`config.mk`:
```
export PLATFORM = sky130hd
export DESIGN_NAME = cascade_divider_flat
export DESIGN_NICKNAME = d
export VERILOG_FILES = /design/src/rtl/cascade_divider_if.sv /design/src/rtl/cascade_divider.sv /design/src/flat_wrapper.sv
export SDC_FILE = /design/constraint.sdc
export NUM_CORES = 1
export LEC_CHECK = 0
export BUFFER_PORTS_ARGS = -buffer_cell sky130_fd_sc_hd__buf_4
export CORE_AREA = 2 2 39 41
export CTS_CLUSTER_SIZE = 30
export DETAILED_ROUTE_END_ITERATION = 10
export DIE_AREA = 0 0 41 43
export PLACE_DENSITY = 0.83
export SLEW_MARGIN = 5
export SYNTH_ARGS = -nofsm -noshare
export SYNTH_HDL_FRONTEND = slang
export SYNTH_SLANG_ARGS = --single-unit
```
`constraint.sdc`:
```
create_clock -name clk -period 3.94 [get_ports clk]
set_input_delay 0.394 -clock clk [delete_from_list [all_inputs] [get_ports clk]]
set_output_delay 0.394 -clock clk [all_outputs]
set_load 0.005 [all_outputs]
```
`src/rtl/cascade_divider_if.sv`:
```
// Control and status bundle for cascade_divider: enable/clear in, counts,
// strobes, divided clocks and one-shot flag out.
interface cascade_divider_if #(
  parameter int W_A = 6,
  parameter int W_B = 4
) ();
  logic           en;
  logic           clr;
  logic [W_A-1:0] count_a;
  logic [W_B-1:0] count_b;
  logic           tick_a;
  logic           tick_b;
  logic           clk_div_a;
  logic           clk_div_b;
  logic           done;

  modport master (
    output en, clr,
    input  count_a, count_b, tick_a, tick_b, clk_div_a, clk_div_b, done
  );

  modport slave (
    input  en, clr,
    output count_a, count_b, tick_a, tick_b, clk_div_a, clk_div_b, done
  );
endinterface

```
`src/rtl/cascade_divider.sv`:
```
// Two-stage cascaded modulo counter / clock divider on a single clock;
// stage B advances on stage-A terminal-count enables, optional one-shot stop.

module cascade_stage #(
  parameter int MOD = 2,
  parameter int W   = 1
) (
  input  logic         clk,
  input  logic         rst,
  input  logic         clr,
  input  logic         adv,
  output logic [W-1:0] cnt,
  output logic         last,
  output logic         div
);
  logic [W-1:0] nxt;

  always_comb begin
    last = (cnt == W'(MOD - 1));
    nxt  = last ? '0 : cnt + W'(1);
  end

  // div is loaded from the next count so it changes on the same edge as cnt
  always_ff @(posedge clk) begin
    if (rst || clr) begin
      cnt <= '0;
      div <= 1'b0;
    end else if (adv) begin
      cnt <= nxt;
      div <= (nxt >= W'(MOD / 2));
    end
  end
endmodule

module cascade_divider #(
  parameter int MOD_A    = 50,
  parameter int MOD_B    = 10,
  parameter int W_A      = $clog2(MOD_A),
  parameter int W_B      = $clog2(MOD_B),
  parameter int ONE_SHOT = 0
) (
  input logic              clk,
  input logic              rst,
  cascade_divider_if.slave bus
);
  logic           run;
  logic           tick_a;
  logic           tick_b;
  logic           last_a;
  logic           last_b;
  logic           div_a;
  logic           div_b;
  logic           done;
  logic [W_A-1:0] cnt_a;
  logic [W_B-1:0] cnt_b;

  if (MOD_A < 2 || MOD_B < 2 || MOD_A > (1 << W_A) || MOD_B > (1 << W_B)) begin : g_bad_params
    $error("cascade_divider: moduli must be >= 2 and fit in W_A/W_B");
  end

  assign run    = bus.en & ~done & ~rst & ~bus.clr;
  assign tick_a = run & last_a;
  assign tick_b = tick_a & last_b;

  cascade_stage #(.MOD(MOD_A), .W(W_A)) u_stage_a (
    .clk  (clk),
    .rst  (rst),
    .clr  (bus.clr),
    .adv  (run),
    .cnt  (cnt_a),
    .last (last_a),
    .div  (div_a)
  );

  cascade_stage #(.MOD(MOD_B), .W(W_B)) u_stage_b (
    .clk  (clk),
    .rst  (rst),
    .clr  (bus.clr),
    .adv  (tick_a),
    .cnt  (cnt_b),
    .last (last_b),
    .div  (div_b)
  );

  if (ONE_SHOT != 0) begin : g_fsm
    typedef enum logic {S_RUN, S_DONE} state_t;
    state_t state, state_nxt;

    always_ff @(posedge clk) begin
      if (rst || bus.clr) state <= S_RUN;
      else                state <= state_nxt;
    end

    always_comb begin
      state_nxt = state;
      case (state)
        S_RUN:   if (tick_b) state_nxt = S_DONE;
        S_DONE:  state_nxt = S_DONE;
        default: state_nxt = S_RUN;
      endcase
    end

    always_comb begin
      done = (state == S_DONE);
    end
  end else begin : g_free
    assign done = 1'b0;
  end

  assign bus.count_a   = cnt_a;
  assign bus.count_b   = cnt_b;
  assign bus.tick_a    = tick_a;
  assign bus.tick_b    = tick_b;
  assign bus.clk_div_a = div_a;
  assign bus.clk_div_b = div_b;
  assign bus.done      = done;
endmodule

```
`src/flat_wrapper.sv`:
```
// flat-port wrapper written by rule: the top's interface ports become plain ports
module cascade_divider_flat 
#(
  parameter int MOD_A    = 50,
  parameter int MOD_B    = 10,
  parameter int W_A      = $clog2(MOD_A),
  parameter int W_B      = $clog2(MOD_B),
  parameter int ONE_SHOT = 0
)
  (clk, rst, bus_en, bus_clr, bus_count_a, bus_count_b, bus_tick_a, bus_tick_b, bus_clk_div_a, bus_clk_div_b, bus_done);
  cascade_divider_if #(.W_A(W_A), .W_B(W_B)) bus_i ();
  input logic clk;
  input logic rst;
  input wire logic [$bits(bus_i.en)-1:0] bus_en;
  input wire logic [$bits(bus_i.clr)-1:0] bus_clr;
  output wire logic [$bits(bus_i.count_a)-1:0] bus_count_a;
  output wire logic [$bits(bus_i.count_b)-1:0] bus_count_b;
  output wire logic [$bits(bus_i.tick_a)-1:0] bus_tick_a;
  output wire logic [$bits(bus_i.tick_b)-1:0] bus_tick_b;
  output wire logic [$bits(bus_i.clk_div_a)-1:0] bus_clk_div_a;
  output wire logic [$bits(bus_i.clk_div_b)-1:0] bus_clk_div_b;
  output wire logic [$bits(bus_i.done)-1:0] bus_done;
  assign bus_i.en = bus_en;
  assign bus_i.clr = bus_clr;
  assign bus_count_a = bus_i.count_a;
  assign bus_count_b = bus_i.count_b;
  assign bus_tick_a = bus_i.tick_a;
  assign bus_tick_b = bus_i.tick_b;
  assign bus_clk_div_a = bus_i.clk_div_a;
  assign bus_clk_div_b = bus_i.clk_div_b;
  assign bus_done = bus_i.done;
  cascade_divider #(.MOD_A(MOD_A), .MOD_B(MOD_B), .W_A(W_A), .W_B(W_B), .ONE_SHOT(ONE_SHOT)) u_core (.clk(clk), .rst(rst), .bus(bus_i));
endmodule
```
==> results of run 1 <==
-- power breakdown --
part / switching [mW] / internal [mW] / leakage [nW]
logic: 0.00673 / 0.00582 / 0.256
clock network: 0.0385 / 0.0354 / 0.0138
registers: 0.00128 / 0.122 / 0.0969
total: 0.0466 / 0.163 / 0.366
-- routing by layer --
| metal | up-vias | track usage [%] | wire length (µm) |
|---|---|---|---|
| met5 | - | 0 | 0 |
| met1 | 267 | 24.4 | 620 |
| li1 | 320 | - | - |
| met3 | 3 | 3.14 | 50 |
| met4 | 0 | 8.00 | 27 |
| met2 | 14 | 25.0 | 615 |
-- Yosys cell counts, types with 2 or more instances --
library cell,count
nand4_1,2
inv_1,3
or2_2,2
ha_1,2
dfxtp_1,12
nand3_1,2
nor2b_1,2
nor2_1,15
nor3_1,4
a21oi_1,7
mux2i_1,3
o21ai_0,3
xor2_1,4
nand2_1,5
-- final cells by class --
| cell class | count | area [µm²] |
|---|---|---|
| inverter | 3 | 11.3 |
| clock buffer | 3 | 22.5 |
| fill | 139 | 558 |
| sequential | 12 | 240 |
| timing repair buffer | 17 | 128 |
| tap | 16 | 20.0 |
| multi-input combinational | 65 | 404 |
-- worst paths after layout --
check	start	to	slack (ps)	cells after the start
max	u_core.u_stage_a.cnt[0]	bus_tick_b	1540	5
min	bus_en	u_core.u_stage_a.div	420	2
max reg2reg	u_core.u_stage_a.cnt[0]	u_core.u_stage_a.div	2140	6
min reg2reg	u_core.u_stage_a.div	u_core.u_stage_a.div	510	2
-- worst register-to-register path: cells and delay by family, from the launching register on --
kind,cells,cell delay [ps]
flip-flops,1,450
AND/OR/NAND/NOR,2,510
adder cells (fa/ha/maj),1,230
AO/OA/AOI/OAI,3,490
-- kinds of logic (layout without fill, tap and decap cells) --
group,Yosys count,in the layout
flip-flops,12,12
XOR/XNOR,5,5
adder cells (fa/ha/maj),2,2
AO/OA/AOI/OAI,15,15
AND/OR/NAND/NOR,39,39
other,1,1
multiplexers,3,3
buffers and inverters,8,23
-- flip-flops by register name, summed over array words and instances, names as in the netlist --
register              count
u_core.u_stage_a.cnt      6
u_core.u_stage_a.div      1
u_core.u_stage_b.cnt      4
u_core.u_stage_b.div      1
-- metrics by stage --
step	hold slack (ps)	utilization, %	power (mW)
after floorplan	489	-	0.135
after global placement	483	58.0	0.139
after detailed placement	504	58.0	0.139
after CTS	418	59.7	0.213
after global routing	443	59.7	0.219
final	422	59.7	0.210
==> results.sh, run 1 <==
export IMPL_outcome="completed"
export IMPL_cts_root_buf="clkbuf_4"
export IMPL_yosys_mux_area_fraction_pct=4.41
export IMPL_area_growth_pct=21.3
export IMPL_worst_setup_path_start_kind="flip-flop"
export IMPL_p_leak_nw=0.366
export IMPL_async_reset_ff_share_pct=0
export IMPL_path_clk_slew_ps=70
export IMPL_path_delay_family="simple AND/OR/NAND/NOR gates"
export IMPL_crit_path_end_kind="output port"
export IMPL_layoutNonFillerInstCount=116
export IMPL_ys_warn_count=0
export IMPL_maxSlewHeadroom_pct=64.5
export IMPL_ys_flop_type="dfxtp_1"
export IMPL_die_y_um=43
export IMPL_synthAdderAreaFrac_pct=3.68
export IMPL_drt_pass1_iterations=2
export IMPL_hold_violations=0
export IMPL_setup_ws_ps=1540
export IMPL_power_density_nw_per_um2=254
export IMPL_ys_ff_latch=12
export IMPL_routed_wl_um=1310
export IMPL_cts_inserted_buffers=3
export IMPL_synth_area_leaders="dfxtp_1 (35%), nor2_1 (8.3%), a21oi_1 (5.1%)"
export IMPL_postCtsHoldBufs=0
export IMPL_avgViaCountPerCell=5.21
export IMPL_cap_violations=0
export IMPL_place_ws_ps=1830
export IMPL_synth_fp_nets=91
export IMPL_yosysSeqAreaShare_pct=35.3
export IMPL_cts_tree="done"
export IMPL_rows=14
export IMPL_clockBufferDepth=2
export IMPL_finalCritPeriodShare_pct=60.9
export IMPL_grt_use_total_pct=17.4
export IMPL_ioPinCount=19
export IMPL_finalSetupViolations=0
export IMPL_drive_gt1_share_pct=25.0
export IMPL_dpl_cell_area_um2=803
export IMPL_drt_iter0_drc=8
export IMPL_layout_commonest_cell="buf_4"
export IMPL_required_ps=3550
export IMPL_hpwl_um=1010
export IMPL_drc=0
export IMPL_vias=604
export IMPL_ys_types=33
export IMPL_drtAntennaViolNets=0
export IMPL_synth_cells=85
export IMPL_die_area_um2=1760
export IMPL_h_tree_depth=1
export IMPL_grt_overflow_total=0
export IMPL_cts_resized=0
export IMPL_crit_path_max_fanout=8
export IMPL_grt_max_degree=15
export IMPL_portBuffers=17
export IMPL_final_cell_mix="buf_4 (17), nor2_1 (15), dfxtp_1 (12)"
export IMPL_critPathMaxStageDelay_ps=520
export IMPL_hp_class="in -> reg"
export IMPL_post_cts_buffers=0
export IMPL_place_congestion=0.827
export IMPL_avgSynthCellArea_um2=8.01
export IMPL_final_min_clock_period_ps=2400
export IMPL_synth_compound_area_share_pct=12.5
export IMPL_wl_per_cell_um=11.3
export IMPL_coreArea_um2=1380
export IMPL_tns_ps=0
export IMPL_netlist_area_leader_share_pct=35.3
export IMPL_max_slew_worst_pin_slew_ps=528
export IMPL_critPathArrivalTime_ps=2000
export IMPL_dpl_cell_count=113
export IMPL_finalMaxSlewViolations=0
export IMPL_synth_edff_count=0
export IMPL_synth_xor_area_share_pct=6.43
export IMPL_skew_ps=1.69
export IMPL_netlist_area_um2=681
export IMPL_path_cells="ha_1 > nand3b_4 > or4_4 > nor4b_1 > buf_4"
export IMPL_rsz0062_at_grt="false"
export IMPL_ir_drop_uv=138
export IMPL_finalInstanceArea_um2=826
export IMPL_synth_top_area_cell="dfxtp_1"
export IMPL_fp_dieW_um=41
export IMPL_grt_pass1_wl_um=2130
export IMPL_cts_sinks=12
export IMPL_initial_core_util_pct=49.2
export IMPL_synth_top_family_by_area="simple AND/OR/NAND/NOR gates"
export IMPL_crit_path_top_delay_cell="or4_4"
export IMPL_nets=108
export IMPL_grt_pass1_vias=494
export IMPL_insertedDiodeCount=0
export IMPL_antenna_found_initial=0
export IMPL_critPathKind="reg -> out"
export IMPL_max_freq_mhz=417
export IMPL_clock_latency_ps=270
export IMPL_crit_buf_inv=1
export IMPL_synthSimpleGateAreaFrac_pct=31.8
No activity file was read; power rests on OpenSTA's default activity.
==> run 2: changes to the inputs <==
--- a/config.mk
+++ b/config.mk
@@ -6,11 +6,10 @@
 export NUM_CORES = 1
 export LEC_CHECK = 0
 export BUFFER_PORTS_ARGS = -buffer_cell sky130_fd_sc_hd__buf_4
-export CORE_AREA = 2 2 39 41
+export CORE_UTILIZATION = 44
 export CTS_CLUSTER_SIZE = 30
 export DETAILED_ROUTE_END_ITERATION = 10
-export DIE_AREA = 0 0 41 43
-export PLACE_DENSITY = 0.83
+export PLACE_DENSITY = 0.77
 export SLEW_MARGIN = 5
 export SYNTH_ARGS = -nofsm -noshare
 export SYNTH_HDL_FRONTEND = slang
==> constraint.sdc (replaced) <==
create_clock -name clk -period 2.1 [get_ports clk]
set_input_delay 0.21 -clock clk [delete_from_list [all_inputs] [get_ports clk]]
set_output_delay 0.21 -clock clk [all_outputs]
set_load 0.005 [all_outputs]
==> results.sh, run 2 (same netlist as run 1, synthesis figures left out) <==
export IMPL_drive_gt1_share_pct=30.1
export IMPL_fp_dieW_um=41.3
export IMPL_die_y_um=41.3
export IMPL_p_sw_mw=0.0941
export IMPL_critPathMaxStageDelay_ps=450
export IMPL_p_sw_share_pct=23.4
export IMPL_clockBufferDepth=2
export IMPL_clockPowerShare_pct=35.9
export IMPL_seqPwrFrac_pct=57.3
export IMPL_vias=650
export IMPL_tns_ps=0
export IMPL_rows=13
export IMPL_routed_wl_um=1520
export IMPL_finalSetupViolations=0
export IMPL_skew_ps=6.80
export IMPL_hold_violations=0
export IMPL_cts_sinks=12
export IMPL_cts_inserted_buffers=3
export IMPL_hpwl_um=1080
export IMPL_h_tree_depth=1
export IMPL_finalCritPeriodShare_pct=94.6
export IMPL_crit_path_top_delay_cell="or4_4"
export IMPL_p_int_mw=0.308
export IMPL_ioPinCount=19
export IMPL_comb_power_share_pct=6.8
export IMPL_reg_largest_list="u_core.u_stage_a.cnt (6), u_core.u_stage_b.cnt (4)"
export IMPL_clock_latency_ps=280
export IMPL_antenna_found_initial=0
export IMPL_insertedDiodeCount=0
export IMPL_drt_iter0_drc=10
export IMPL_p_leak_nw=0.381
export IMPL_place_congestion=0.867
export IMPL_drc=0
export IMPL_portBuffers=17
export IMPL_p_total_mw=0.402
export IMPL_crit_path_max_fanout=6
export IMPL_final_min_clock_period_ps=1990
export IMPL_layout_commonest_cell="buf_4"
export IMPL_worst_setup_path_start_kind="flip-flop"
export IMPL_layoutNonFillerInstCount=118
export IMPL_fillers=145
export IMPL_ir_drop_uv=355
export IMPL_finalInstanceArea_um2=866
export IMPL_power_density_nw_per_um2=465
export IMPL_drt_pass1_iterations=4
export IMPL_hp_class="in -> reg"
export IMPL_avgViaCountPerCell=5.51
export IMPL_path_clk_slew_ps=70
export IMPL_largest_register_ffs=6
export IMPL_nets=111
export IMPL_grt_use_total_pct=22.8
export IMPL_grt_max_degree=15
export IMPL_grt_pass1_vias=547
export IMPL_top_register="u_core.u_stage_a.cnt"
export IMPL_hold_ws_ps=216
export IMPL_grt_overflow_total=0
export IMPL_dpl_cell_area_um2=817
export IMPL_initial_core_util_pct=49.8
export IMPL_path_cells="inv_1 > ha_2 > nand3b_4 > or4_4 > nor4b_4 > buf_4"
export IMPL_max_freq_mhz=503
export IMPL_critPathKind="reg -> out"
export IMPL_cts_root_buf="clkbuf_4"
export IMPL_final_cell_mix="buf_4 (20), nor2_1 (15), dfxtp_1 (11)"
export IMPL_required_ps=1890
export IMPL_grt_pass1_wl_um=2390
export IMPL_cts_tree="done"
export IMPL_cap_violations=0
export IMPL_die_area_um2=1710
export IMPL_drtAntennaViolNets=0
export IMPL_rsz0062_at_grt="false"
export IMPL_critPathArrivalTime_ps=1780
export IMPL_dpl_cell_count=114
export IMPL_area_growth_pct=27.2
export IMPL_coreArea_um2=1370
export IMPL_finalMaxSlewViolations=0
export IMPL_wl_per_cell_um=12.9
export IMPL_outcome="completed"
export IMPL_postCtsHoldBufs=0
export IMPL_crit_path_end_kind="output port"
## run 2: changes by cell type in the layout (fill, tap and decap cells not counted), sizes merged
| cell | before | now |
|---|---|---|
| buf | 17 | 20 |
## run 2: repair_timing
item	in CTS	in global routing
setup endpoints to repair	1	1
hold endpoints to repair	0	0
gates cloned	0	0
pin swaps	0	1
buffers inserted	0	1
gates resized for setup	1	3
## run 2: cell type report
cell class	instances	area [µm²]	share of cell area (%)
inverters	3	11.3	1.30
flip-flops and latches	12	241	27.9
multi-input cells	65	422	48.7
well taps	15	18.8	2.17
repair buffers	20	150	17.3
clock buffers	3	22.5	2.60
## run 2: critical path: cells and delay by family, from the launching register on
| family | cells | cell delay [ps] |
|---|---|---|
| fa+ha+maj | 1 | 190 |
| simple gates | 3 | 750 |
| flops | 1 | 350 |
| buf+inv | 2 | 210 |
## run 2: final timing paths
| kind | from | to | slack, ps | depth (start not counted) |
|---|---|---|---|---|
| worst max-delay path | u_core.u_stage_a.cnt[1] | bus_tick_b | 110 | 6 |
| worst min-delay path | bus_en | u_core.u_stage_a.div | 220 | 2 |
| worst max register to register | u_core.u_stage_a.cnt[1] | u_core.u_stage_b.cnt[3] | 340 | 8 |
| worst min register to register | u_core.u_stage_a.div | u_core.u_stage_a.div | 500 | 2 |
## run 2: metrics by stage
| step | worst slack [ps] | utilization [%] |
|---|---|---|
| floorplan | 354 | - |
| global placement | 303 | 59.8 |
| detailed placement | 259 | 59.8 |
| CTS | 5.86 | 61.9 |
| global route | 10.6 | 63.4 |
| finish | 114 | 63.4 |
## run 2: routing by layer
layer	routed length (µm)	share of wire [%]	vias up	track usage (%)
met5	0	0	-	0
met4	38	2.5	0	17.7
met3	87	5.7	5	8.51
met2	761	50	17	37.1
met1	630	42	303	23.4
li1	-	-	325	-
## run 2: power groups by stage
stage	Sequential [mW]	Clock (mW)	Combinational (mW)
after floorplan	0.237	0	0.0162
after global placement	0.236	0	0.0257
after detailed placement	0.236	0	0.0263
after CTS	0.230	0.148	0.0266
after global routing	0.231	0.163	0.0307
final	0.231	0.145	0.0273
==> run 3: changes to the inputs <==
--- a/config.mk
+++ b/config.mk
@@ -9,6 +9,7 @@
 export CORE_UTILIZATION = 44
 export CTS_CLUSTER_SIZE = 30
 export DETAILED_ROUTE_END_ITERATION = 10
+export HOLD_SLACK_MARGIN = 0.02
 export PLACE_DENSITY = 0.77
 export SLEW_MARGIN = 5
 export SYNTH_ARGS = -nofsm -noshare
==> constraint.sdc (replaced) <==
create_clock -name clk -period 1.8 [get_ports clk]
set_input_delay 0.18 -clock clk [delete_from_list [all_inputs] [get_ports clk]]
set_output_delay 0.18 -clock clk [all_outputs]
set_load 0.005 [all_outputs]
==> results.sh, run 3 (same netlist as run 1, synthesis figures left out) <==
export IMPL_crit_buf_inv=2
export IMPL_routed_wl_um=1540
export IMPL_worst_setup_path_start_kind="flip-flop"
export IMPL_hp_class="in -> reg"
export IMPL_cts_inserted_buffers=3
export IMPL_insertedDiodeCount=0
export IMPL_p_leak_nw=0.415
export IMPL_portBuffers=17
export IMPL_drc=0
export IMPL_nets=116
export IMPL_path_depth=6
export IMPL_ir_drop_uv=561
export IMPL_hold_violations=0
export IMPL_h_tree_depth=1
export IMPL_critPathKind="reg -> out"
export IMPL_rsz0062_at_grt="true"
export IMPL_path_clk_slew_ps=80
export IMPL_cts_sinks=12
export IMPL_clockPowerShare_pct=42.5
export IMPL_cap_violations=0
export IMPL_coreArea_um2=1370
export IMPL_setup_ws_ps=-87.6
export IMPL_area_growth_pct=35.5
export IMPL_grt_pass1_vias=559
export IMPL_finalCritPeriodShare_pct=105
export IMPL_outcome="finished, violations left"
export IMPL_r2r_cells=7
export IMPL_dpl_cell_area_um2=855
export IMPL_p_sw_mw=0.122
export IMPL_place_congestion=0.843
export IMPL_required_ps=1620
export IMPL_path_delay_family="simple AND/OR/NAND/NOR gates"
export IMPL_die_y_um=41.3
export IMPL_drive_gt1_share_pct=36.7
export IMPL_reg_largest_list="u_core.u_stage_a.cnt (6), u_core.u_stage_b.cnt (4)"
export IMPL_postCtsHoldBufs=0
export IMPL_crit_path_top_delay_cell="or4_4"
export IMPL_vias=655
export IMPL_finalInstanceArea_um2=922
export IMPL_cts_tree="done"
export IMPL_wl_per_cell_um=12.4
export IMPL_fp_dieW_um=41.3
export IMPL_clock_latency_ps=290
export IMPL_largest_register_ffs=6
export IMPL_fillers=116
export IMPL_finalSetupViolations=1
export IMPL_finalMaxSlewViolations=0
export IMPL_clockBufferDepth=2
export IMPL_grt_pass1_wl_um=2410
export IMPL_hold_depth=2
export IMPL_hpwl_um=1030
export IMPL_critPathArrivalTime_ps=1710
export IMPL_p_sw_share_pct=23.1
export IMPL_initial_core_util_pct=49.8
export IMPL_max_freq_mhz=530
export IMPL_skew_ps=4.91
export IMPL_final_min_clock_period_ps=1890
export IMPL_seqPwrFrac_pct=50.7
export IMPL_p_int_mw=0.408
export IMPL_avgViaCountPerCell=5.28
export IMPL_rows=13
export IMPL_cts_root_buf="clkbuf_4"
export IMPL_die_area_um2=1710
export IMPL_drt_iter0_drc=19
export IMPL_hold_ws_ps=200
export IMPL_critPathMaxStageDelay_ps=430
export IMPL_layout_commonest_cell="buf_4"
export IMPL_drt_pass1_iterations=4
export IMPL_grt_use_total_pct=22.2
export IMPL_comb_power_share_pct=6.8
export IMPL_crit_path_end_kind="output port"
export IMPL_ioPinCount=19
export IMPL_final_cell_mix="buf_4 (25), nor2_1 (15), dfxtp_1 (10)"
export IMPL_path_cells="inv_2 > ha_4 > nand3b_4 > or4_4 > nor4b_2 > buf_4"
export IMPL_violations="setup timing"
export IMPL_drtAntennaViolNets=0
export IMPL_crit_path_max_fanout=3
export IMPL_antenna_found_initial=0
export IMPL_power_density_nw_per_um2=575
export IMPL_grt_max_degree=14
export IMPL_grt_overflow_total=0
export IMPL_top_register="u_core.u_stage_a.cnt"
-- run 3: changes by cell type in the layout (fill, tap and decap cells not counted), sizes merged --
| cell | change |
|---|---|
| clkbuf | +1 |
| buf | +5 |
-- run 3: through the flow --
step	setup TNS, ps	instances	utilization, %	power (mW)	setup WS (ps)
final	-87.6	124	67.5	0.531	-87.6
after floorplan	0	85	-	0.295	84.2
after global placement	0	119	62.5	0.308	92.4
after CTS	-98.5	124	67.3	0.531	-98.5
after global routing	-228	124	67.5	0.552	-168
after detailed placement	0	119	62.5	0.308	39.0
-- run 3: cell type report --
| class | count | area (µm²) | share of cell area, % |
|---|---|---|---|
| Multi-Input combinational cell | 65 | 425 | 46.1 |
| Timing Repair Buffer | 25 | 188 | 20.4 |
| Clock buffer | 4 | 36.3 | 3.93 |
| Sequential cell | 12 | 243 | 26.3 |
| Tap cell | 15 | 18.8 | 2.04 |
| Inverter | 3 | 11.3 | 1.22 |
-- run 3: what timing repair did --
| action | in CTS | in global routing |
|---|---|---|
| endpoints found under the hold margin | 0 | 0 |
| pin swaps | 2 | 1 |
| setup buffers | 1 | 0 |
| endpoints found under the setup margin | 1 | 3 |
| resized for setup | 6 | 2 |
-- run 3: metal layers --
| layer | part of all wire [%] | global-route usage [%] |
|---|---|---|
| met5 | 0 | 0 |
| met4 | 1.8 | 14.5 |
| met3 | 7.2 | 4.79 |
| met2 | 47 | 33.2 |
| met1 | 44 | 28.6 |
-- run 3: power groups by stage --
stage	sequential (mW)	combinational (mW)	clock (mW)
floorplan	0.276	0.0189	0
global placement	0.274	0.0331	0
detailed placement	0.275	0.0336	0
CTS	0.269	0.0354	0.226
global route	0.270	0.0396	0.242
finish	0.269	0.0360	0.225
-- run 3: final timing paths --
path | from | endpoint | slack (ps)
worst max-delay path | u_core.u_stage_a.cnt[1] | bus_tick_b | -90
worst max register to register | u_core.u_stage_a.cnt[0] | u_core.u_stage_a.div | 120
worst min-delay path | bus_en | u_core.u_stage_a.div | 200
worst min register to register | u_core.u_stage_b.div | u_core.u_stage_b.div | 500
